--- src/rtl/ifu_fetch_pkg.sv ---
// Shared definitions for the instruction fetch unit: FSM state encodings,
// the default reset PC and instruction field positions.
package ifu_fetch_pkg;

  typedef enum logic [1:0] {
    IFU_RST   = 2'b00,
    IFU_FETCH = 2'b01,
    IFU_HOLD  = 2'b10
  } ifu_state_e;

  // Byte address of the first instruction after reset (word aligned).
  localparam logic [31:0] IFU_RESET_PC = 32'h0000_3000;

  // Word-address PC width (byte PC without the two always-zero LSBs).
  localparam int PCW_W = 30;

  // Instruction field bit positions.
  localparam int IMM16_LSB = 0;
  localparam int IMM16_MSB = 15;
  localparam int TGT26_LSB = 0;
  localparam int TGT26_MSB = 25;

endpackage

--- src/rtl/ifu_fetch_npc.sv ---
// Next-PC selection: jump target, taken branch or sequential word address.
// All arithmetic is on 30-bit word addresses and wraps modulo 2^30.
module npc_calc
  import ifu_fetch_pkg::*;
(
  input  logic [PCW_W-1:0]   pc_w,
  input  logic [TGT26_MSB:0] target26,
  input  logic [PCW_W-1:0]   br_offset,
  input  logic               branch,
  input  logic               zero,
  input  logic               jump,
  output logic [PCW_W-1:0]   npc
);

  logic        [PCW_W-1:0] pc1;
  logic signed [PCW_W-1:0] pc1_s;
  logic signed [PCW_W-1:0] off_s;
  logic signed [PCW_W-1:0] br_tgt_s;

  // Jump beats branch; a taken branch adds the signed word offset to pc+1.
  always_comb begin
    pc1      = pc_w + 30'd1;
    pc1_s    = signed'(pc1);
    off_s    = signed'(br_offset);
    br_tgt_s = pc1_s + off_s;
    npc      = pc1;
    if (jump) begin
      npc = {pc1[PCW_W-1:TGT26_MSB+1], target26};
    end else if (branch && zero) begin
      npc = unsigned'(br_tgt_s);
    end
  end

endmodule

--- src/rtl/ifu_fetch.sv ---
// Instruction fetch unit: PC register, instruction register and a three-state
// FSM sequencing memory fetch (req/ready) and hand-off to decode (valid/accept).
module ifu_fetch
  import ifu_fetch_pkg::*;
#(
  parameter logic [31:0] RESET_PC = IFU_RESET_PC
) (
  input  logic        clk,
  input  logic        rst,
  output logic        imem_req,
  output logic [31:0] imem_addr,
  input  logic        imem_ready,
  input  logic [31:0] imem_rdata,
  output logic        instr_valid,
  output logic [31:0] instr,
  output logic [15:0] imm16,
  output logic [31:0] pc,
  output logic [31:0] pc_plus4,
  input  logic        instr_accept,
  input  logic        branch,
  input  logic        zero,
  input  logic        jump,
  input  logic [29:0] br_offset
);

  ifu_state_e       state_q, state_d;
  logic [PCW_W-1:0] pc_w_q, pc_w_d;
  logic [31:0]      instr_q, instr_d;
  logic [PCW_W-1:0] npc;

  npc_calc u_npc_calc (
    .pc_w      (pc_w_q),
    .target26  (instr_q[TGT26_MSB:TGT26_LSB]),
    .br_offset (br_offset),
    .branch    (branch),
    .zero      (zero),
    .jump      (jump),
    .npc       (npc)
  );

  // State, PC and instruction registers; reset drops any outstanding fetch.
  always_ff @(posedge clk) begin
    if (rst) begin
      state_q <= IFU_RST;
      pc_w_q  <= RESET_PC[31:2];
      instr_q <= '0;
    end else begin
      state_q <= state_d;
      pc_w_q  <= pc_w_d;
      instr_q <= instr_d;
    end
  end

  // Next-state logic: ready is only honoured in FETCH, accept only in HOLD,
  // so a continuously asserted accept still takes each instruction once.
  always_comb begin
    state_d = state_q;
    pc_w_d  = pc_w_q;
    instr_d = instr_q;
    case (state_q)
      IFU_RST: begin
        state_d = IFU_FETCH;
        pc_w_d  = RESET_PC[31:2];
      end
      IFU_FETCH: begin
        if (imem_ready) begin
          instr_d = imem_rdata;
          state_d = IFU_HOLD;
        end
      end
      IFU_HOLD: begin
        if (instr_accept) begin
          pc_w_d  = npc;
          state_d = IFU_FETCH;
        end
      end
      default: begin
        state_d = IFU_RST;
      end
    endcase
  end

  // Handshake outputs are pure decodes of the state flop, so they are glitch
  // free and mutually exclusive.
  assign imem_req    = (state_q == IFU_FETCH);
  assign instr_valid = (state_q == IFU_HOLD);

  assign pc        = {pc_w_q, 2'b00};
  assign imem_addr = pc;
  assign pc_plus4  = pc + 32'd4;
  assign instr     = instr_q;
  assign imm16     = instr_q[IMM16_MSB:IMM16_LSB];

endmodule

--- config.mk ---
export PLATFORM = sky130hd
export DESIGN_NAME = ifu_fetch
export DESIGN_NICKNAME = d
export VERILOG_FILES = /design/src/rtl/ifu_fetch_pkg.sv /design/src/rtl/ifu_fetch_npc.sv /design/src/rtl/ifu_fetch.sv
export SDC_FILE = /design/constraint.sdc
export NUM_CORES = 1
export LEC_CHECK = 0
export BUFFER_PORTS_ARGS = -buffer_cell sky130_fd_sc_hd__buf_2
export CORE_UTILIZATION = 45
export CTS_CLUSTER_SIZE = 16
export DETAILED_ROUTE_END_ITERATION = 8
export GPL_ROUTABILITY_DRIVEN = 1
export PLACE_DENSITY_LB_ADDON = 0.08
export SETUP_SLACK_MARGIN = 0.02
export SYNTH_ARGS = -nofsm -noshare
export SYNTH_HDL_FRONTEND = slang
export SYNTH_SLANG_ARGS = --single-unit
--- constraint.sdc ---
create_clock -name clk -period 3.4 [get_ports clk]
set_clock_uncertainty 0.05 [all_clocks]
set_input_delay 0.34 -clock clk [delete_from_list [all_inputs] [get_ports clk]]
set_output_delay 0.34 -clock clk [all_outputs]
set_load 0.01 [all_outputs]
==> reports/results.tsv, run 1 <==
stage	metric	value	unit
run_status	run_status	finished with violations	
run_status	violations	setup timing	
layout	drive_gt1_frac	0.436	
setup_path	slowest_stage	a221o_1	
sta	worst_pin_slew	1.13	ns
floorplan	num_io_pins	215	
placed_design	dp_hpwl	14.3	mm
power_and_ir_drop	p_per_area	297	mW/mm^2
sta	timing.fmax	285	MHz
job	cap_violations	0	
synthesis	synth_ff_type	dfxtp_1	
setup_path	crit_type	register to register	
cts	cts.sinks	64	
layout	antennaDiodeCount	0	
cts	cts_htree_levels	3	
sta	worst_slack	-0.108	ns
cts	clk_path_buf_depth	2	
power_and_ir_drop	power_frac_seq	0.353	
placed_design	gp_congestion	0.970	
power_and_ir_drop	internal_power	1.63	mW
synthesis	syn_inst	695	
synthesis	ys_ff_latch	64	
power_and_ir_drop	netSwitchingFraction	0.275	
setup_path	worstRegToRegCells	15	
hold_path	min_path_cells	3	
placed_design	place_inst	1062	
synthesis	synth_top_family_by_area	compound AO/OA/AOI/OAI gates	
setup_path	worstSetupStartpointType	register	
sta	fin_setup_tns	-0.402	ns
floorplan	coreArea	0.0111	mm^2
global_route	antenna_found_initial	0	
synthesis	async_flop_share	0	
layout	nets	1052	
drt	ant_nets	0	
layout	fin_cells	1092	
placed_design	placed_cell_area	0.00678	mm^2
power_and_ir_drop	power.leakage	3.82	nW
global_route	grt_pass1_wl	28.7	mm
sta	setup_viol	10	
drt	wl_per_cell	17.2	um
floorplan	die_x	110	um
sta	period_needed	3.51	ns
sta	slew_headroom	0.245	
layout	syn2layout_area_growth	44.7	%
setup_path	crit_required	3.60	ns
layout	finish.utilization	0.681	
setup_path	cp-end-kind	register	
global_route	grt_max_degree	52	
placed_design	io_buffers	208	
floorplan	initial_utilization	0.470	
power_and_ir_drop	vdd_drop_max	0.241	mV
synthesis	synth.avg_cell_area	7.50	um^2
synthesis	synth_xor_area_frac	0.0874	
power_and_ir_drop	clock_power_share	0.467	
global_route	grt-ovfl-total	0	
layout	finalInstanceArea	0.00754	mm^2
synthesis	synthSimpleGateAreaFrac	0.225	
synthesis	post_synth_fa_ha_maj_area_fraction	0.0879	
synthesis	yosysWarnings	0	
drt	routed_wirelength	18.8	mm
drt	drt_iter0_drc	454	
drt	first_pass_iters	5	
cts	root_buffer	clkbuf_16	
sta	slew_violations	0	
setup_path	worstPathCellList	buf_4 > nand2_2 > nor4_4 > buf_4 > nand2_1 > xnor2_2 > ha_1 > and2_1 > a221o_1 > a221o_1 > a31oi_4 > o31ai_4 > xnor2_1 > a211o_1 > a21oi_1	
cts	numCtsBuffers	9	
global_route	grt_pass1_vias	5769	
power_and_ir_drop	p_switching	0.617	mW
synthesis	synthMuxAreaShare	0.00768	
synthesis	netlist_area	0.00521	mm^2
hold_path	hold_path.class	input pin to register	
sta	rsz0062_at_grt	true	
synthesis	synth_compound_area_frac	0.239	
sta	finalHoldViolations	0	
cts	clock_latency	0.34	ns
power_and_ir_drop	power_frac_comb	0.180	
drt	num_vias	6023	
synthesis	ys_seq_area_frac	0.246	
drt	drc	0	
sta	timing.final.crit_share	1.03	
floorplan	rows	38	
synthesis	synth_edf_count	0	
setup_path	slowest_delay	0.36	ns
drt	vias_per_cell	5.52	
synthesis	yosys.cell_types.count	61	
global_route	grtUsageTotal	0.313	
cts	clk_pin_slew	0.06	ns
floorplan	chipHeight	110	um
floorplan	die_area	0.0120	mm^2
cts	cts_tree	yes	
setup_path	critPathMaxFanout	5	
setup_path	critPathArrivalTime	3.71	ns
## sequential cells by signal (all words and copies together), names as in the netlist
name	count
state_q	2
instr	32
pc_w_q	30
## cell families (layout without fill, tap and decap cells)
family | count (synthesis) | after routing
compound gates | 198 | 198
xor+xnor | 49 | 49
fa+ha+maj | 36 | 36
buf+inv | 93 | 345
flops | 64 | 64
mux | 4 | 4
other cells | 1 | 6
simple gates | 250 | 250
## power by group through the flow
stage	registers [mW]	logic, mW	clock network, mW
2_1_floorplan	0.812	0.222	0
3_3_place_gp	0.805	0.369	0
3_5_place_dp	0.806	0.373	0
4_1_cts	0.790	0.382	1.06
5_1_grt	0.793	0.441	1.09
6_report	0.791	0.404	1.05
## worst paths after layout
path                            slack [ns]    endpoint           from
worst max-delay path                 -0.11  pc_w_q[25]      pc_w_q[1]
worst min-delay path                  0.19    instr[4]  imem_rdata[4]
worst max register to register       -0.11  pc_w_q[25]      pc_w_q[1]
worst min register to register        0.41   instr[28]      instr[28]
## layer usage
layer / vias to the layer above / routed length (um) / global-route usage
met1: 2801 / 8300 / 0.417
met5: - / 0 / 0
li1: 2905 / - / -
met4: 0 / 329 / 0.106
met3: 31 / 1480 / 0.0640
met2: 286 / 8640 / 0.502
## cells in the mapped netlist, types with 5 or more instances
| master | n | area (um^2) |
|---|---|---|
| inv_1 | 10 | 37.5 |
| a21o_1 | 17 | 128 |
| xnor2_1 | 28 | 245 |
| nand2_1 | 125 | 469 |
| nor2b_1 | 8 | 50.1 |
| a211o_1 | 5 | 43.8 |
| a31oi_1 | 5 | 31.3 |
| a211oi_1 | 10 | 75.1 |
| o21ai_0 | 37 | 185 |
| and3_1 | 10 | 62.6 |
| dfxtp_1 | 64 | 1280 |
| nor3_1 | 10 | 50.1 |
| nand3_1 | 21 | 105 |
| clkbuf_1 | 26 | 97.6 |
| and2_1 | 5 | 31.3 |
| nand2b_1 | 8 | 50.1 |
| nand4_1 | 6 | 37.5 |
| ha_1 | 35 | 438 |
| and4_1 | 8 | 70.1 |
| a21oi_1 | 75 | 375 |
| buf_4 | 52 | 390 |
| nor2_1 | 37 | 139 |
| o211ai_1 | 6 | 45.0 |
| o31ai_1 | 8 | 60.1 |
| xor2_1 | 19 | 166 |
## layout make-up
cell class	count	area [um^2]
multi-input combinational	543	3810
fill	974	3540
timing repair buffer	318	1870
sequential	64	1300
clock buffer	10	250
tap	140	175
clock inverter	6	90.1
inverter	11	41.3
## cells in the final DEF, fill, tap and decap left out, drive strengths merged, types with 21 or more instances in the layout
master and instances:
buf 318, nand2 125, a21oi 75, dfxtp 64, nor2 37, o21ai 37
ha 35, xnor2 28, nand3 22, xor2 21
## metrics by stage
step | setup slack, ns | hold WS (ns) | total power, mW
3_3_place_gp | -0.0673 | 0.391 | 1.17
2_1_floorplan | -0.0532 | 0.426 | 1.03
5_1_grt | -0.287 | 0.193 | 2.33
6_report | -0.108 | 0.194 | 2.24
3_5_place_dp | -0.221 | 0.403 | 1.18
4_1_cts | -0.0309 | 0.192 | 2.23
## critical path: cells and delay by family, from the launching register on
| family | cells | cell delay [ns] |
|---|---|---|
| xor gates and xnor gates | 2 | 0.30 |
| buffers and inverters | 2 | 0.32 |
| and+or+nand+nor | 4 | 0.65 |
| DFF | 1 | 0.35 |
| AOI/OAI and AO/OA | 6 | 1.46 |
| adders and majority gates | 1 | 0.30 |
## what timing repair did
action / CTS / global route
pin swaps: 13 / 26
setup buffers: 9 / 5
setup endpoints to repair: 15 / 16
resized for setup: 13 / 57
hold buffers: 0 / 0
(Power assumes the default switching activity.)
==> run 2: changes to the inputs <==
- ABC_AREA: default -> 1
- CORE_UTILIZATION: 45 -> 48
==> run 2 against run 1 <==
The flow now finishes without violations. Via count rose by 28%. Synthesized cell count is 66% higher. Power shrank 3.1%. Sequential power is 2% higher. Clock-buffer cell count rose by 1. Highest routed layer unchanged.
==> reports/results.tsv, run 2 <==
stage	metric	value	unit	change
sta	fin_setup_tns	0	ns	+0.402 ns
cts	cts_hold_buf	0		unchanged
setup_path	startpoint	pc_w_q[2]		
power_and_ir_drop	power.leakage	4.51	nW	+18%
floorplan	chipHeight	119	um	+8.8%
drt	vias_per_cell	5.10		-7.6%
cts	clock_latency	0.33	ns	about the same
layout	fillers	1424		+46%
sta	setup_viol	0		-10
sta	timing.fmax	313	MHz	+9.9%
sta	slew_headroom	0.240		-0.00501
layout	nets	1438		+37%
drt	num_vias	7720		+28%
setup_path	critPathArrivalTime	3.33	ns	-0.38 ns
sta	rsz0062_at_grt	true		
cts	cts.sinks	64		unchanged
setup_path	critPathMaxFanout	5		unchanged
synthesis	synth.avg_cell_area	5.73	um^2	-24%
setup_path	r2r_slack	0.21	ns	+0.32 ns
synthesis	syn_inst	1152		+66%
placed_design	dp_hpwl	19.0	mm	+33%
power_and_ir_drop	internal_power	1.51	mW	-7.1%
sta	finalHoldViolations	0		unchanged
layout	antennaDiodeCount	0		unchanged
global_route	antenna_found_initial	0		unchanged
layout	drive_gt1_frac	0.253		-0.183
sta	timing.hold.ws	0.228	ns	+0.0337 ns
power_and_ir_drop	vdd_drop_max	0.302	mV	+25%
global_route	grt_pass1_wl	35.7	mm	+24%
synthesis	netlist.area_leader.share	0.213		-0.0332
sta	timing.final.crit_share	0.939		-0.0929
drt	routed_wirelength	23.2	mm	+23%
cts	cts_htree_levels	3		unchanged
floorplan	die_x	119	um	+8.8%
global_route	grtUsageTotal	0.323		+0.0104
synthesis	synth_most_common_cell	nand2_1		
drt	ant_nets	0		unchanged
placed_design	gp_congestion	1.00		+3.5%
floorplan	rows	42		+11%
synthesis	ys_seq_area_frac	0.194		-0.0517
hold_path	hold_path.class	input pin to register		
cts	clk_path_buf_depth	2		unchanged
drt	drc	0		unchanged
sta	period_needed	3.19	ns	-0.316 ns
layout	largest_reg_flops	32		unchanged
placed_design	pre_cts_ws	0.0573	ns	+0.279 ns
layout	final_cell_mix	nand2_1 (372), buf_2 (208), inv_1 (184)		
setup_path	crit_type	register to register		
synthesis	ys_top_cells_by_count	nand2_1 (374), inv_1 (184), a21oi_1 (105), nand3_1 (89), nor2_1 (71)		
synthesis	async_flop_share	0		unchanged
synthesis	yosys.area.top_type	nand2_1		
setup_path	crit_end	pc_w_q[21]		
placed_design	io_buffers	208		unchanged
synthesis	synth_edf_count	0		unchanged
global_route	grt_pass1_vias	6784		+18%
sta	worst_slack	0.207	ns	+0.316 ns
power_and_ir_drop	p_switching	0.664	mW	+7.6%
sta	slew_violations	0		unchanged
synthesis	yosysWarnings	0		unchanged
run_status	run_status	complete, no violations		
cts	ctsResizeCount	0		-13
global_route	grt-ovfl-total	0		unchanged
cts	root_buffer	clkbuf_16		
drt	first_pass_iters	6		+1
setup_path	worstRegToRegCells	20		+5
power_and_ir_drop	netSwitchingFraction	0.305		+0.0303
synthesis	synth_ff_type	dfxtp_1		
floorplan	initial_utilization	0.494		+0.0241
synthesis	ys_ff_latch	64		unchanged
synthesis	netlist_area	0.00660	mm^2	+27%
drt	drt_iter0_drc	497		+9.5%
floorplan	die_area	0.0142	mm^2	+18%
sta	worst_pin_slew	1.14	ns	+0.00627 ns
global_route	grt_max_degree	34		-35%
setup_path	cp-end-kind	register		
power_and_ir_drop	clock_power_share	0.420		-0.047
cts	cts_tree	yes		
power_and_ir_drop	power_frac_seq	0.369		+0.016
setup_path	worstSetupStartpointType	register		
job	cap_violations	0		unchanged
cts	cts_setup_buffers	0		-9
cts	numCtsBuffers	9		unchanged
power_and_ir_drop	power_frac_comb	0.211		+0.031
setup_path	crit_required	3.54	ns	-0.06 ns
floorplan	num_io_pins	215		unchanged
setup_path	r2r_start	pc_w_q[2]		
layout	mostFrequentLayoutCell	nand2_1		
cts	clk_pin_slew	0.06	ns	about the same
power_and_ir_drop	total_power	2.17	mW	-3.1%
drt	wl_per_cell	15.3	um	-11%
setup_path	r2r-end	pc_w_q[21]		
synthesis	synth_area_leaders	nand2_1 (21%), dfxtp_1 (19%), inv_1 (10%), a21oi_1 (8.0%), nand3_1 (6.7%)		
floorplan	coreArea	0.0133	mm^2	+20%
power_and_ir_drop	p_per_area	268	mW/mm^2	-9.7%
synthesis	yosys.cell_types.count	45		-26%
layout	syn2layout_area_growth	22.7	%	
[run 2: cell count changes after synthesis, moves of 15 or more]
cell     before  now
a21o_1       17    2
a21oi_1      75  105
inv_1        10  184
nand2_1     125  374
nand3_1      21   89
nor2_1       37   71
xnor2_1      28    4
[run 2: how the worst min path moves through the flow]
| stage | end | depth (start not counted) | slack [ns] | from |
|---|---|---|---|---|
| 2_1_floorplan | instr[31] | 2 | 0.44 | instr[31] |
| 3_3_place_gp | instr[26] | 2 | 0.40 | instr[26] |
| 3_5_place_dp | instr[29] | 2 | 0.40 | instr[29] |
| 4_1_cts | instr[30] | 3 | 0.22 | imem_rdata[30] |
| 5_1_grt | instr[5] | 3 | 0.23 | imem_rdata[5] |
| 6_report | instr[30] | 3 | 0.23 | imem_rdata[30] |
[run 2: metal layers]
metal	vias to the layer above	GRT usage	part of all wire
li1	3913	-	-
met1	3472	0.445	0.46
met2	299	0.529	0.46
met3	36	0.0316	0.062
met4	0	0.102	0.023
met5	-	0	0
[run 2: through the flow]
step,std cells,utilization,instance area [um^2]
after floorplan,1157,-,6620
after global placement,1498,0.572,7640
after detailed placement,1498,0.572,7640
after CTS,1514,0.594,7930
after global routing,1514,0.607,8100
final,1514,0.607,8100
[run 2: cells by family after synthesis]
kind of cell,count (synthesis),synth area share
XOR/XNOR,18,0.0262
flip-flops,64,0.194
AO/OA/AOI/OAI,164,0.133
buffers and inverters,273,0.189
adder cells (fa/ha/maj),36,0.0694
other,1,0.000568
AND/OR/NAND/NOR,596,0.388
[run 2: cell type report]
type	count	area (um^2)	share of cell area
clock buffer	11	233	0.0287
clock inverter	5	57.6	0.00711
inverter	193	726	0.0896
multi-input combinational	820	4250	0.525
sequential	64	1290	0.160
tap	176	220	0.0272
timing repair buffer	245	1320	0.163
[run 2: worst max-delay path, cell delays in order, from the launching register on]
cell,delay [ns]
dfxtp_1,0.35
buf_4,0.17
nand3_2,0.09
clkinv_2,0.13
nand2_4,0.14
nor2_4,0.07
or2_1,0.20
nand2_1,0.12
inv_1,0.12
ha_1,0.33
nand2_1,0.12
nor2_2,0.20
nand2_1,0.11
inv_1,0.12
nand3_1,0.14
nand3_1,0.12
nand2_1,0.05
nand3_1,0.11
nand2_1,0.15
nand2_1,0.10
a21oi_1,0.06
[run 2: power groups by stage]
stage | sequential [mW] | combinational (mW) | clock, mW
6_report | 0.803 | 0.458 | 0.913
4_1_cts | 0.802 | 0.444 | 0.920
3_5_place_dp | 0.818 | 0.442 | 0
2_1_floorplan | 0.829 | 0.276 | 0
3_3_place_gp | 0.818 | 0.442 | 0
5_1_grt | 0.806 | 0.507 | 0.953
